File: config.mk
export PLATFORM = sky130hd
export DESIGN_NAME = uart_tx_arbiter
export DESIGN_NICKNAME = d
export VERILOG_FILES = /design/src/rtl/uart_tx_arbiter.sv
export SDC_FILE = /design/constraint.sdc
export NUM_CORES = 1
export LEC_CHECK = 0
export BUFFER_PORTS_ARGS = -buffer_cell sky130_fd_sc_hd__buf_2
export CAP_MARGIN = 20
export CORE_ASPECT_RATIO = 1.5
export CORE_UTILIZATION = 50
export DETAILED_ROUTE_END_ITERATION = 12
export PLACE_DENSITY = 0.87
export SYNTH_ARGS = -nofsm -noshare
export SYNTH_HDL_FRONTEND = slang
export SYNTH_SLANG_ARGS = --single-unit
File: constraint.sdc
create_clock -name clk -period 2.3 [get_ports clk]
set_input_delay 0.46 -clock clk [delete_from_list [all_inputs] [get_ports clk]]
set_output_delay 0.46 -clock clk [all_outputs]
set_load 0.02 [all_outputs]
File: src/rtl/uart_tx_arbiter.sv
// Round-robin arbiter feeding bytes from four requesters into a UART transmit core.
// After each write it holds off for HOLD_CYC cycles before trusting TXrd again.
module uart_tx_arbiter #(
    parameter int unsigned HOLD_CYC = 4
) (
    input  logic        clk,
    input  logic        rst,
    input  logic [3:0]  req,
    input  logic [31:0] req_data,
    output logic [3:0]  ack,
    input  logic        TXrd,
    output logic [7:0]  TX,
    output logic        wen,
    output logic [1:0]  grant_id,
    output logic        busy
);

    typedef enum logic [1:0] {
        IDLE  = 2'd0,
        ARB   = 2'd1,
        WRITE = 2'd2,
        HOLD  = 2'd3
    } state_t;

    localparam logic [3:0] HOLD_LOAD = 4'(HOLD_CYC);

    state_t      state_q, state_d;
    logic [1:0]  ptr_q, ptr_d;
    logic [3:0]  cnt_q, cnt_d;
    logic [7:0]  tx_d;
    logic [3:0]  ack_d;
    logic        wen_d;
    logic [1:0]  gid_d;
    logic        busy_d;

    logic        found;
    logic [1:0]  win;
    logic [1:0]  idx;

    // Scan from ptr upward, wrapping; first set request wins.
    always_comb begin
        found = 1'b0;
        win   = ptr_q;
        idx   = ptr_q;
        for (int i = 0; i < 4; i++) begin
            idx = ptr_q + 2'(i);
            if (!found && req[idx]) begin
                found = 1'b1;
                win   = idx;
            end
        end
    end

    always_comb begin
        state_d = state_q;
        ptr_d   = ptr_q;
        cnt_d   = cnt_q;
        tx_d    = TX;
        ack_d   = ack;
        wen_d   = wen;
        gid_d   = grant_id;
        case (state_q)
            IDLE: begin
                if (TXrd && (req != 4'b0000))
                    state_d = ARB;
            end
            ARB: begin
                if (found) begin
                    state_d = WRITE;
                    tx_d    = req_data[{win, 3'b000} +: 8];
                    gid_d   = win;
                    ack_d   = 4'b0001 << win;
                    wen_d   = 1'b0;
                    ptr_d   = win + 2'd1;
                    cnt_d   = HOLD_LOAD;
                end else begin
                    state_d = IDLE;
                end
            end
            WRITE: begin
                state_d = HOLD;
                wen_d   = 1'b1;
                ack_d   = 4'b0000;
            end
            HOLD: begin
                if (cnt_q != 4'd0)
                    cnt_d = cnt_q - 4'd1;
                // The last counting cycle may already leave if TXrd is up.
                if ((cnt_q <= 4'd1) && TXrd)
                    state_d = IDLE;
            end
            default: state_d = IDLE;
        endcase
        busy_d = (state_d != IDLE);
    end

    always_ff @(posedge clk or negedge rst) begin
        if (!rst) begin
            state_q  <= IDLE;
            ptr_q    <= 2'd0;
            cnt_q    <= 4'd0;
            TX       <= 8'h00;
            ack      <= 4'b0000;
            wen      <= 1'b1;
            grant_id <= 2'd0;
            busy     <= 1'b0;
        end else begin
            state_q  <= state_d;
            ptr_q    <= ptr_d;
            cnt_q    <= cnt_d;
            TX       <= tx_d;
            ack      <= ack_d;
            wen      <= wen_d;
            grant_id <= gid_d;
            busy     <= busy_d;
        end
    end

endmodule

==> key figures <==
Timing
  – RSZ-0062 raised after global routing: false
  – Fmax achieved: about 560 MHz
  – Final worst slack: about 500 ps
  – Final period util: 0.782
  – Final setup fails: 0
  – Worst Tran Pin Value: just under 600 ps
  – Tmin final: between 1500 and 2000 ps
  – Clock Skews: 0.694 ps
  – Minimum hold slack: 156 ps
  – Final hold violation count: 0
  – Slew HR: 0.607
  – Final max-slew violation count: 0
  – Final setup TNS: 0 ps

Floorplan
  – Die area: around 3400 sq um
  – Effective utilization at floorplan: 0.533
  – Num rows: 24
  – Io pins: 55
  – Die boundary width: 48.0 um
  – Die H: 70.9 um
  – Core Area: between 2000 and 3000 sq um

Setup path
  – Worst setup SP type: input pin
  – CP Max Fanout: 4
  – Arr. time, crit path: 1940 ps
  – CP Capture Type: flop
  – Worst Setup Path Type: input pin to flop
  – Reg2reg end: ack[2]
  – Bufs and invs on worst path: 2
  – FF-to-FF Start: ptr_q[1]
  – CP peak stage delay: 430 ps
  – Critical Path RT: 2440 ps
  – Reg2reg path depth: 8
  – CP cell instances: buf_2, nor2b_2, a2111oi_2, or2_2, inv_2, ha_1, nand2_1, o22a_1, o22ai_1
  – Crit path max-delay family: compound AO/OA/AOI/OAI gates
  – Slowest stage cell, crit path: a2111oi_2
  – R2r setup slk: approximately 520 ps

Place
  – Pre-CTS setup slack: about 210 ps
  – Gpl congestion: 0.822
  – PortBufs: 54
  – Post-placement cell count: about 250
  – Hpwl dp: 2730 um

Global routing
  – First-pass GRT wire length: 5720 um
  – Initial antenna violation count: 0
  – Largest net degree at the start of global routing: 25
  – Vias in the first global route: 1303
  – Gr usage total: 0.233
  – Total grt overflow: 0

Synth
  – Seq cells post-synth: 24
  – Async set-reset flop share out of synthesis: 1.00
  – Top cell type's share of synthesized area: 0.363
  – Top cells by count, synth: dfrtp_1 (23), nand2_1 (19), a211oi_2 (16)
  – Synth top area cells: dfrtp_1 (36%), a211oi_2 (13%), ha_1 (5.5%)
  – Main synth FF type: dfrtp_1
  – Largest area contributor in the netlist: dfrtp_1
  – Gate Count Post-Synth: between 150 and 200
  – Post-synth net total: slightly below 200
  – Unique masters post-synth: 39
  – Register area share after synthesis: 0.380
  – Syn Std Cell Area: roughly 1600 sq um
  – Synthesis Warnings: 0
  – Syn avg cell area: between 10 and 15 sq um
  – Most frequent cell after synthesis: dfrtp_1
  – Post-synth EDFFs: 0

Final layout
  – NumNets Final: 259
  – Area added between synthesis and finish: 25.3%
  – # fillers: 250
  – Inserted Diodes: 0
  – Final std cells w/o fill: around 250
  – Share of layout cells above drive strength 1: 0.462

Power and ir drop
  – Leak: 0.000912 uW
  – PD cells: between 1000 and 1500 nW/um^2
  – Tot Pwr: between 2000 and 3000 uW
  – Worst VDD drop: 773 uV

Clocking
  – Hold buffers post-CTS: 0
  – Clock buffer depth: 2
  – Root buf cell: clkbuf_8
  – CTS buffer count: 3
  – Clock slew at reported path FFs: 80 ps
  – Post-cts resize count: 0
  – Clk_lat worst skew: 270 ps
  – CTS tree: yes
  – Setup bufs post-CTS: 0
  – Sink Count: 24
  – H-tree levels: 1

Routing
  – ANT nets after route: 0
  – DRT iter0 DRCs: 20
  – Vias per cell: 5.53
  – Final WL: ~3600 um
  – WL/cell: 14.2 um
  – Drt drc: 0
  – DR pass1 iterations: 4
  – Via count: around 1400

Job
  – Max-cap violations: 0

Worst hold path
  – HP Class: input pin to asynchronous set/reset pin

Outcome
  – Status: completed
-- cells in the final DEF, fill, tap and decap left out, types with 2 or more instances in the layout --
master,count
a211oi_2,16
clkbuf_8,3
o21bai_2,2
and4_2,3
a21oi_1,2
mux2i_1,8
o22a_1,4
buf_2,54
o22ai_1,5
dfrtp_1,23
nor2_1,14
ha_1,7
and4_1,5
buf_4,6
o21ai_2,2
o21ai_0,3
nand2_1,19
nor3_1,2
inv_1,7
xor2_1,2
nor2b_1,3
nand4_1,2
o21ai_1,2
-- logic make-up (layout without fill, tap and decap cells) --
family | count (synthesis) | in the layout | synth area share
AO/OA/AOI/OAI | 42 | 42 | 0.252
adder cells (fa/ha/maj) | 7 | 7 | 0.0553
XOR/XNOR | 2 | 2 | 0.0111
flip-flops | 24 | 24 | 0.380
multiplexers | 9 | 9 | 0.0577
buffers and inverters | 14 | 73 | 0.0466
AND/OR/NAND/NOR | 55 | 55 | 0.197
-- state kept, by name, summed over array words and instances (netlist names) --
signal    cells
TX            8
wen           1
grant_id      2
state_q       2
cnt_q         4
busy          1
ack           4
ptr_q         2
-- final cells by class --
class	instances	area, sq um	share of cell area
Multi-Input combinational cell	115	908	0.458
Sequential cell	24	602	0.303
Timing Repair Buffer	60	315	0.159
Tap cell	39	48.8	0.0246
Clock buffer	3	41.3	0.0208
Inverter	9	38.8	0.0195
Clock inverter	1	30.0	0.0151
-- layer usage --
layer,track usage,vias to the layer above,share of wire
met3,0.0230,4,0.027
met4,0.0864,0,0.017
met5,0,-,0
li1,-,681,-
met2,0.395,35,0.54
met1,0.290,667,0.41
-- worst max path at each step --
stage | start | endpoint | slack (ps) | cells after the start
2_1_floorplan | req[0] | ack[0] | 450 | 8
3_3_place_gp | req[0] | ack[1] | 260 | 9
3_5_place_dp | req[0] | ack[1] | 210 | 9
4_1_cts | req[0] | ack[1] | 490 | 9
5_1_grt | ptr_q[1] | ack[0] | 300 | 8
6_report | req[0] | ack[1] | 500 | 9
-- report_power, final --
part	switching (uW)	total (uW)	internal (uW)
Combinational	872	1450	583
Sequential	129	755	626
Clock	135	368	233
Total	1140	2580	1440
-- per-stage QoR --
stage,util,instance area [sq um]
2_1_floorplan,-,1580
3_3_place_gp,0.644,1910
3_5_place_dp,0.644,1910
5_1_grt,0.668,1980
4_1_cts,0.668,1980
6_report,0.668,1980
No activity file was read; power rests on OpenSTA's default activity.
